<file path="src/rtl/mult_accum_pkg.sv">
// Shared types and default widths for the multiplier-product accumulation stage.
// Optional build macro used by this slice: ACC_SATURATE_EN (saturating accumulator).
package mult_accum_pkg;

  // Frame FSM: ACC collects products, OUT holds the finished frame sum.
  typedef enum logic {
    ACC = 1'b0,
    OUT = 1'b1
  } state_t;

  // Product width matches the 11x11 unsigned multiplier output.
  localparam int PROD_WIDTH_DEF = 22;
  // Accumulator and result width; must be at least PROD_WIDTH.
  localparam int ACC_WIDTH_DEF  = 32;
  // Width of the programmable frame length.
  localparam int LEN_WIDTH_DEF  = 8;

endpackage : mult_accum_pkg

</file>
<file path="src/rtl/mult_accum_stage_acc_add.sv">
// acc_add: combinational accumulator adder for mult_accum_stage.
// Adds a zero-extended product to the running sum and reports the carry-out.
// Build macro ACC_SATURATE_EN: when defined the sum clamps to all-ones on carry-out;
// otherwise the sum wraps modulo 2^ACC_WIDTH.
module acc_add
  import mult_accum_pkg::*;
#(
  parameter int PROD_WIDTH = PROD_WIDTH_DEF,
  parameter int ACC_WIDTH  = ACC_WIDTH_DEF
) (
  input  logic [ACC_WIDTH-1:0]  i_acc,
  input  logic [PROD_WIDTH-1:0] i_prod,
  output logic [ACC_WIDTH-1:0]  o_sum,
  output logic                  o_carry
);

  logic [ACC_WIDTH:0] w_accExt;
  logic [ACC_WIDTH:0] w_prodExt;
  logic [ACC_WIDTH:0] w_full;

  // One extra bit on both operands so the carry-out falls out of the addition.
  assign w_accExt  = {1'b0, i_acc};
  assign w_prodExt = (ACC_WIDTH + 1)'(i_prod);
  assign w_full    = w_accExt + w_prodExt;
  assign o_carry   = w_full[ACC_WIDTH];

`ifdef ACC_SATURATE_EN
  // Clamp to the largest representable value on carry-out. Once clamped, any
  // further non-zero product carries out again, so the sum stays pinned.
  assign o_sum = w_full[ACC_WIDTH] ? {ACC_WIDTH{1'b1}} : w_full[ACC_WIDTH-1:0];
`else
  // Plain modulo-2^ACC_WIDTH wrap; the carry is only reported, never applied.
  assign o_sum = w_full[ACC_WIDTH-1:0];
`endif

endmodule : acc_add

</file>
<file path="src/rtl/mult_accum_stage.sv">
// mult_accum_stage: sums a programmable-length frame of multiplier products
// and presents the frame sum (plus an overflow flag) on a held valid/ready port.
// Build macro ACC_SATURATE_EN selects a saturating accumulator (see acc_add).
module mult_accum_stage
  import mult_accum_pkg::*;
#(
  parameter int PROD_WIDTH = PROD_WIDTH_DEF,
  parameter int ACC_WIDTH  = ACC_WIDTH_DEF,
  parameter int LEN_WIDTH  = LEN_WIDTH_DEF
) (
  input  logic                  clk,
  input  logic                  rst,
  input  logic [LEN_WIDTH-1:0]  frame_len,
  input  logic                  in_valid,
  output logic                  in_ready,
  input  logic [PROD_WIDTH-1:0] in_prod,
  output logic                  out_valid,
  input  logic                  out_ready,
  output logic [ACC_WIDTH-1:0]  out_sum,
  output logic                  out_ovf
);

  state_t                r_state;
  logic [ACC_WIDTH-1:0]  r_acc;
  logic [LEN_WIDTH-1:0]  r_count;
  logic [LEN_WIDTH-1:0]  r_lenQ;
  logic                  r_ovf;
  logic [ACC_WIDTH-1:0]  r_outSum;
  logic                  r_outOvf;

  logic                  w_inFire;
  logic                  w_outFire;
  logic                  w_firstOfFrame;
  logic [LEN_WIDTH-1:0]  w_lenNew;
  logic [LEN_WIDTH-1:0]  w_lenEff;
  logic [LEN_WIDTH:0]    w_countInc;
  logic                  w_frameDone;
  logic [ACC_WIDTH-1:0]  w_sum;
  logic                  w_carry;

  // Both handshake sides are decoded from state only, so in_ready never
  // depends combinationally on out_ready.
  assign in_ready  = (r_state == ACC);
  assign out_valid = (r_state == OUT);
  assign out_sum   = r_outSum;
  assign out_ovf   = r_outOvf;

  assign w_inFire  = in_valid && in_ready;
  assign w_outFire = out_valid && out_ready;

  // The first product of a frame uses the live frame_len (0 means 1); later
  // products use the length captured with that first product.
  assign w_firstOfFrame = (r_count == '0);
  assign w_lenNew       = (frame_len == '0) ? LEN_WIDTH'(1) : frame_len;
  assign w_lenEff       = w_firstOfFrame ? w_lenNew : r_lenQ;
  assign w_countInc     = {1'b0, r_count} + (LEN_WIDTH + 1)'(1);
  assign w_frameDone    = (w_countInc == {1'b0, w_lenEff});

  acc_add #(
    .PROD_WIDTH (PROD_WIDTH),
    .ACC_WIDTH  (ACC_WIDTH)
  ) u_accAdd (
    .i_acc   (r_acc),
    .i_prod  (in_prod),
    .o_sum   (w_sum),
    .o_carry (w_carry)
  );

  // Frame FSM with accumulator, product counter, length latch and result registers.
  always_ff @(posedge clk) begin
    if (rst) begin
      r_state  <= ACC;
      r_acc    <= '0;
      r_count  <= '0;
      r_lenQ   <= LEN_WIDTH'(1);
      r_ovf    <= 1'b0;
      r_outSum <= '0;
      r_outOvf <= 1'b0;
    end else begin
      case (r_state)
        ACC: begin
          if (w_inFire) begin
            if (w_firstOfFrame) begin
              r_lenQ <= w_lenNew;
            end
            if (w_frameDone) begin
              r_outSum <= w_sum;
              r_outOvf <= r_ovf | w_carry;
              r_acc    <= '0;
              r_count  <= '0;
              r_ovf    <= 1'b0;
              r_state  <= OUT;
            end else begin
              r_acc   <= w_sum;
              r_count <= w_countInc[LEN_WIDTH-1:0];
              r_ovf   <= r_ovf | w_carry;
            end
          end
        end
        OUT: begin
          if (w_outFire) begin
            r_state <= ACC;
          end
        end
        default: begin
          r_state <= ACC;
        end
      endcase
    end
  end

endmodule : mult_accum_stage

</file>
<file path="config.mk">
export PLATFORM = sky130hd
export DESIGN_NAME = mult_accum_stage
export DESIGN_NICKNAME = d
export VERILOG_FILES = /design/src/rtl/mult_accum_pkg.sv /design/src/rtl/mult_accum_stage_acc_add.sv /design/src/rtl/mult_accum_stage.sv
export SDC_FILE = /design/constraint.sdc
export NUM_CORES = 1
export LEC_CHECK = 0
export ABC_AREA = 1
export CORE_AREA = 2 2 124 126
export CTS_BUF_LIST = sky130_fd_sc_hd__clkbuf_2
export DETAILED_ROUTE_END_ITERATION = 7
export DIE_AREA = 0 0 126 128
export HOLD_SLACK_MARGIN = 0.03
export PLACE_DENSITY = 0.6
export SETUP_SLACK_MARGIN = 0.05
export SYNTH_ARGS = -nofsm -noshare
export SYNTH_HDL_FRONTEND = slang
export SYNTH_SLANG_ARGS = --single-unit
</file>
<file path="constraint.sdc">
create_clock -name clk -period 3.9 [get_ports clk]
set_clock_uncertainty 0.1 [all_clocks]
set_input_delay 0.78 -clock clk [delete_from_list [all_inputs] [get_ports clk]]
set_output_delay 0.78 -clock clk [all_outputs]
set_load 0.02 [all_outputs]
</file>
Word level (Yosys, flattened, before mapping):

Index checks and enable logic that the tools add are counted.

* output and inout bits: 35
* input port bits: 34
* logic and storage cells: 27
* register bits after elaboration: 83

* add/sub/neg operators: 2
* multiplexer cells: 9
* equal/unequal tests: 1
* reductions and logical operators: 6
* bitwise gates (word level): 2

Operators with widths (count)
* 32-bit by 22-bit adder with 33-bit output: 1
* 32-bit 2-to-1 mux: 1
* 8-bit 2-to-1 mux: 3
* 8-bit zero test: 2
* 8-bit by 1-bit adder with 9-bit output (second input constant): 1
* 9-bit by 8-bit equality test with 1-bit output: 1
* 1-bit 2-to-1 mux: 4
* 3-bit AND reduction: 1
* 1-bit logical AND: 2
* 1-bit one-hot mux with 2 select lines: 1
* 2-bit AND reduction: 1
* 1-bit NOT: 1
* 1-bit OR: 1

Longest topological paths before layout:

Gate-level depths: netlist of run 1.

* depth in word-level cells: 7
* depth in mapped cells: 17
* depth with buffers taken out: 16

Modules after synthesis:

A second synthesis of run 1 with hierarchy kept.

* cells, all modules: 1072
* area total of the unflattened synthesis: 6139.6 um^2

By module, submodules not included
* mult_accum_stage: cells each 643, area an instance 4070.2 um^2, seq. area each 1661.6 um^2, times used 1
* acc_add: cells each 429, area an instance 2069.5 um^2, seq. area each 0.0 um^2, times used 1

Worst setup path before layout of run 1:

OpenSTA, ideal clock, no wires.

* path kind: input-to-reg
* start: input in_prod[0]
* end: register r_outOvf (netlist: out_ovf)
* path buffers: 0
* required time: 3.687 ns
* setup time: 0.113 ns
* stages: 14
* arrival time: 2.220 ns
* path slack: 1.467 ns
* cell sequence: ha_1 > fa_1 > nand2_1 > nand2_1 > nand3_1 > nand2_1 > nand2_1 > nand2_1 > nand2_1 > nand2_1 > nor2_1 > nand4_1 > nand2_1 > nor2_1

* word-level cells in the longest chain between the ends: 2

Ends and longest elaborated chain
* start: declaration: RTL line mult_accum_stage.sv:16 `input logic [PROD_WIDTH-1:0] in_prod,`
* 32-bit by 22-bit adder with 33-bit output: RTL line mult_accum_stage_acc_add.sv:24 `assign w_full = w_accExt + w_prodExt;`
* 1-bit OR: RTL line mult_accum_stage.sv:88 `r_outOvf <= r_ovf | w_carry;`
* end signal: assignment: RTL line mult_accum_stage.sv:88
* end: declaration: RTL line mult_accum_stage.sv:29 `logic r_outOvf;`

No other way between the ends.
A chain may end at the register's enable or synchronous reset.

Worst setup path after layout of run 1:

* start: register r_count[0]
* end: register r_outSum[0] (netlist: out_sum[0])

* word-level cells in the longest chain between the ends: 4
* elaborated cells on any way between the ends: 5
* classes of those cells: add/sub: 1; eq/ne: 1; mux: 1; reduce/logical: 2

Ends and longest elaborated chain
* start: declaration: RTL line mult_accum_stage.sv:25 `logic [LEN_WIDTH-1:0] r_count;`
* start signal: assignment: RTL line mult_accum_stage.sv:95 `r_count <= w_countInc[LEN_WIDTH-1:0];`
* parallel branches: the longest is 2 deep, another holds 8-bit by 1-bit adder with 9-bit output
* 9-bit by 8-bit equality test with 1-bit output (*): RTL line mult_accum_stage.sv:57 `assign w_frameDone = (w_countInc == {1'b0, w_lenEff});`
* 3-bit AND reduction (no source line) (*)
* end signal: assignment: RTL line mult_accum_stage.sv:87 `r_outSum <= w_sum;`
* end: declaration: RTL line mult_accum_stage.sv:28 `logic [ACC_WIDTH-1:0] r_outSum;`

Mark *: on every way between the ends.

==> results of run 1 <==
==> cell type report <==
class	count	area [um^2]	share of cell area [%]
inverters	166	623	9.10
clock inverters	6	55.1	0.804
clock buffers	10	50.0	0.731
well taps	188	235	3.44
flip-flops and latches	83	1660	24.3
multi-input cells	752	3490	50.9
repair buffers	75	733	10.7
==> synthesized netlist by cell type (7+ instances only) <==
cell type	number	area share [%]
inv_1	159	10
ha_1	24	5.1
and2_1	7	0.74
dfxtp_1	83	28
nor3_1	8	0.68
xor2_1	16	2.4
a21oi_1	56	4.7
nand3_1	91	7.7
o21ai_0	9	0.76
nand2_1	372	24
nand4_1	11	1.2
nor2_1	130	8.2
clkbuf_1	11	0.70
==> worst max-delay path by stage <==
stage / from / to / slack, ns / depth (start not counted)
after floorplan: in_prod[0] / out_ovf / 1.47 / 14
after global placement: in_prod[0] / r_acc[22] / 0.68 / 12
after detailed placement: in_prod[0] / r_acc[22] / 0.65 / 12
after CTS: r_count[0] / out_sum[0] / 0.89 / 15
after global routing: r_count[0] / out_sum[15] / 0.60 / 16
final: r_count[0] / out_sum[0] / 0.94 / 15
==> power by group through the flow <==
stage,logic (mW),registers [mW],clock network (mW)
after CTS,0.706,0.930,0.485
after detailed placement,0.701,0.946,0
after global routing,0.808,0.936,0.514
after floorplan,0.502,0.943,0
after global placement,0.704,0.946,0
final,0.705,0.931,0.468
==> layer usage <==
layer / vias up / global-route usage, %
met4: 0 / 7.69
met5: - / 0
li1: 3262 / -
met3: 26 / 2.63
met2: 127 / 34.6
met1: 2653 / 28.8
==> cells by family (layout without fill, tap and decap cells) <==
group,after synthesis,count (layout)
compound gates,70,70
buf+inv,194,257
fa+ha+maj,25,25
flops,83,83
simple gates,640,640
xor+xnor,17,17
==> critical path: stages (launching register included) <==
cell	delay, ns
dfxtp_1	0.50
inv_1	0.14
ha_1	0.26
nand2_1	0.09
nor2_2	0.05
nand2_2	0.18
nand2_1	0.10
nand2_1	0.08
nand2_1	0.05
nand2_1	0.09
nand2_1	0.06
nor2_1	0.10
nand3_1	0.37
nor2_2	0.49
nand3_1	0.15
nand2_1	0.09
==> registers in the layout, indices dropped and copies added, names as in the netlist <==
register / count
out_ovf: 1
out_valid: 1
r_ovf: 1
r_acc: 32
r_count: 8
r_lenQ: 8
out_sum: 32
==> placed cells by master (no fill, tap or decap), types with 2 or more instances in the layout <==
master and instances:
nand2_2 4, dfxtp_1 83, clkbuf_2 10, inv_2 6, or2_2 4, nand3_1 91, buf_4 7, inv_1 159
nor2_1 130, clkinv_1 4, o21ai_0 9, o21ai_1 2, nand3b_1 5, a21oi_1 56, ha_1 24, nand2_1 372
xor2_1 16, and2_1 7, nor3_1 8, nor2_2 3, nor2_4 3, nand4_1 11, clkdlybuf4s50_1 68
==> through the flow <==
stage	instance area (um^2)	worst slack, ns	util (%)	power (mW)
2_1_floorplan	5920	1.47	-	1.45
3_3_place_gp	6740	0.675	45.3	1.65
3_5_place_dp	6740	0.653	45.3	1.65
4_1_cts	6850	0.893	46.1	2.12
5_1_grt	6850	0.602	46.1	2.26
6_report	6850	0.939	46.1	2.10
==> out/metrics.csv, run 1 <==
metric,value,unit
status,completed,
pwr-share-comb,33.5,%
n_antenna_cell,0,
pwr-share-seq,44.2,%
grt_setup_unrepaired,false,
switchingPower,810,uW
cts_buffers,9,
ys_types,32,
synth_top_family_by_area,simple AND/OR/NAND/NOR gates,
cts_tree,done,
report.final.setup_viol,0,
met3_length,629,um
critPathKind,flip-flop to flip-flop,
synth-compound-area-share,6.05,%
intPower,1.29,mW
leakagePower,3.54,nW
routed_wl,16.7,mm
wl_met2,7.43,mm
dp.cells,1264,
wl_met1,8.21,mm
fin_crit_sh,75.9,%
dpl.hpwl,12.6,mm
ys_seq_area_share,28.1,%
min_from,r_ovf,
drtIter0Drc,364,
ir_drop,0.180,mV
finalHoldViolCount,0,
ys.flop_type,dfxtp_1,
fin_cells,1280,
h-tree-depth,3,
cp_data_required_time,4.36,ns
antenna_found_initial,0,
grt_pass1_wl,27.4,mm
critPathMaxFanout,10,
core_area,14900,um^2
worstSetupEndpointType,flip-flop,
cts_buffer_depth,2,
synthSimpleGateAreaFrac,44.9,%
slew_headroom,58.9,%
ys_async_sr_fraction,0,%
slew_viol_final,0,
vias,6068,
fin_crit,2.96,ns
layout-drive-gt1-share,3.85,%
cts_resized,0,
r2r-start,r_count[0],
fin_tns_setup,0,ns
path_clk_slew,0.24,ns
routabilityCongestion,0.964,
synthAdderAreaFrac,5.41,%
synth.mux.area_fraction,0,%
boundaryPins,69,
cap_viol_max_count,0,
die_y,128,um
p_per_area,307,nW/um^2
top_layer_used,met4,
whs_endpoint,r_ovf,
cts_setup_buffers,0,
fillers,1667,
area_growth,15.7,%
ant_nets,0,
cts_sinks,83,
cp-start-kind,flip-flop,
fp-row-count,45,
gr-total-overflow,0,
drt-pass1-iter-count,5,
r2r_setup_slack,0.94,ns
grt_max_degree,55,
min_path_cells,2,
avgSynthCellArea,5.75,um^2
rr_endpoint,out_sum[0],
synth_xor_area_share,2.52,%
clock_latency,0.60,ns
syn_nets,1088,
vias_per_cell,4.74,
dieArea,16100,um^2
grtUsageTotal,21.2,%
cts-root-buf,clkbuf_2,
hp-class,flip-flop to flip-flop,
rr_worst_depth,15,
worst_slew_pin_slew,0.617,ns
fmax,0.338,GHz
synth_enable_flop_cells,0,
cts-hold-fix-buffers,0,
holdWs,0.367,ns
ys_ff_latch,83,
syn_inst,1029,
clkPwrFrac,22.3,%
portBuffers,68,
syn-cell-area,5920,um^2
nets,1146,
cp.arrival,3.42,ns
drc,0,
die_x,126,um
start_util,39.8,%
yosys_warnings,0,
grt_pass1_vias,5647,
switching_share,38.5,%
post_drt_wl_per_cell,13.0,um
(Power assumes the default switching activity.)
==> run 2: changes to the inputs <==
Settings changed: PLACE_DENSITY 0.6 to 0.63.
Clock period 3.9 ns to 2.65 ns, I/O delays scaled along.
==> run 2 against run 1 <==
Effect of this change: hold slack worse by 0.0051 ns; critical path type unchanged; largest cell class unchanged; power is 60% higher; critical path depth stayed put; routed wire length is 3.5% higher; largest power group unchanged; first-iteration DRC count is 39% higher.
==> out/metrics.csv, run 2 (synthesis gave the netlist of run 1 again) <==
metric,value,unit,change
fin_crit_sh,89.5,%,was 75.9%
cap_viol_max_count,0,,unchanged
holdWs,0.362,ns,was 0.367 ns
r2r-start,r_count[0],,unchanged
cp_data_required_time,3.09,ns,was 4.36 ns
slew_viol_final,0,,unchanged
grtUsageTotal,21.9,%,was 21.2%
dpl.hpwl,13.1,mm,was 12.6 mm
ir_drop,0.226,mV,was 0.180 mV
gr-total-overflow,0,,unchanged
path_clk_slew,0.22,ns,was 0.24 ns
cp-startpoint,r_count[0],,unchanged
min_from,r_ovf,,unchanged
vias,6325,,was 6068
area_growth,23.1,%,was 15.7%
cts_tree,done,,unchanged
cts_sinks,83,,unchanged
p_per_area,462,nW/um^2,was 307 nW/um^2
portBuffers,68,,unchanged
postLayoutCellArea,7280,um^2,was 6850 um^2
dieArea,16100,um^2,unchanged
critPathKind,flip-flop to flip-flop,,unchanged
worst_slew_pin_slew,0.414,ns,was 0.617 ns
leakagePower,3.81,nW,was 3.54 nW
cp.arrival,2.81,ns,was 3.42 ns
fp-row-count,45,,unchanged
cts_buffer_depth,2,,unchanged
die_x,126,um,unchanged
h-tree-depth,3,,unchanged
antenna_found_initial,0,,unchanged
cts-root-buf,clkbuf_2,,unchanged
vias_per_cell,4.76,,was 4.74
ant_nets,0,,unchanged
fin_crit,2.37,ns,was 2.96 ns
cts_buffers,9,,unchanged
drc,0,,unchanged
slew_headroom,72.4,%,was 58.9%
hp-class,flip-flop to flip-flop,,unchanged
finalHoldViolCount,0,,unchanged
core_area,14900,um^2,unchanged
critPathMaxFanout,10,,unchanged
routabilityCongestion,0.938,,was 0.964
nets,1196,,was 1146
clock_latency,0.61,ns,was 0.60 ns
layout-drive-gt1-share,8.32,%,was 3.85%
grt_pass1_wl,28.5,mm,was 27.4 mm
routed_wl,17.3,mm,was 16.7 mm
grt_max_degree,43,,was 55
boundaryPins,69,,unchanged
n_antenna_cell,0,,unchanged
drtIter0Drc,505,,was 364
cts-hold-fix-buffers,0,,unchanged
fillers,1654,,was 1667
status,completed,,unchanged
layout_commonest_cell,nand2_1,,unchanged
cp-start-kind,flip-flop,,unchanged
fmax,0.422,GHz,was 0.338 GHz
report.final.setup_viol,0,,unchanged
layout_common_cells,"nand2_1 (372), inv_1 (159), nor2_1 (130), nand3_1 (91), dfxtp_1 (82)",,"was nand2_1 (372), inv_1 (159), nor2_1 (130), nand3_1 (91), dfxtp_1 (83)"
grt_setup_unrepaired,false,,unchanged
placed_area,7140,um^2,was 6740 um^2
post_drt_wl_per_cell,13.0,um,about the same
start_util,39.8,%,unchanged
grt_pass1_vias,5851,,was 5647
die_y,128,um,unchanged
drt-pass1-iter-count,5,,unchanged
worstSetupEndpointType,flip-flop,,unchanged
-- run 2: cell types whose count changed in the layout (fill, tap and decap cells not counted), sizes merged --
| cell | previous run | this run |
|---|---|---|
| bufinv | 1 | 2 |
| clkinvlp | 0 | 2 |
| clkbuf | 10 | 9 |
| buf | 7 | 57 |
| clkinv | 5 | 4 |
| inv | 166 | 165 |
-- run 2: path summary, 6_finish.rpt --
kind | endpoint | slack, ns | cells past startpoint
max | out_sum[20] | 0.28 | 15
min | r_ovf | 0.36 | 2
max reg2reg | out_sum[20] | 0.28 | 15
min reg2reg | r_ovf | 0.36 | 2
-- run 2: worst max-delay path, stage by stage (launching register included) --
cell     delay [ns]
dfxtp_1        0.37
inv_1          0.07
ha_1           0.20
nand2_1        0.08
nor2_2         0.14
nand2_2        0.18
nand2_1        0.17
nand2_1        0.11
nand2_1        0.09
nand2_1        0.06
nor2_1         0.08
nand3_1        0.15
nor2_2         0.19
buf_4          0.20
nor2_1         0.05
nor2_1         0.09
-- run 2: metal layers --
layer	track usage [%]	vias to the layer above	wire, um
li1	-	3372	-
met1	29.9	2826	8360
met2	36.2	109	7920
met3	3.38	18	700
met4	6.27	0	286
met5	0	-	0
-- run 2: power breakdown --
group / internal (mW) / leakage, nW / switching (mW)
Sequential: 1.32 / 0.676 / 0.0457
Combinational: 0.486 / 3.06 / 0.704
Clock: 0.308 / 0.0755 / 0.496
-- run 2: layout make-up --
| type | instances | area, um^2 | area share (%) |
|---|---|---|---|
| inverter | 166 | 623 | 8.56 |
| sequential | 83 | 1660 | 22.8 |
| clock inverter | 7 | 92.6 | 1.27 |
| clock buffer | 9 | 45.0 | 0.618 |
| multi-input combinational | 752 | 3490 | 47.9 |
| timing repair buffer | 125 | 1140 | 15.6 |
| tap | 188 | 235 | 3.23 |
-- run 2: through the flow --
step	utilization, %	total power [mW]	setup WS, ns	setup TNS, ns	std cells
floorplan	-	2.13	0.467	0	1029
global placement	48.0	2.57	-0.127	-1.93	1314
detailed placement	48.0	2.57	-0.157	-3.12	1314
CTS	49.0	3.38	0.242	0	1330
global route	49.0	3.59	0.0794	0	1330
finish	49.0	3.36	0.279	0	1330
-- run 2: repair_timing --
item	4_1_cts	5_1_grt
setup buffers	0	0
resized for setup	0	2
setup endpoints to repair	0	19
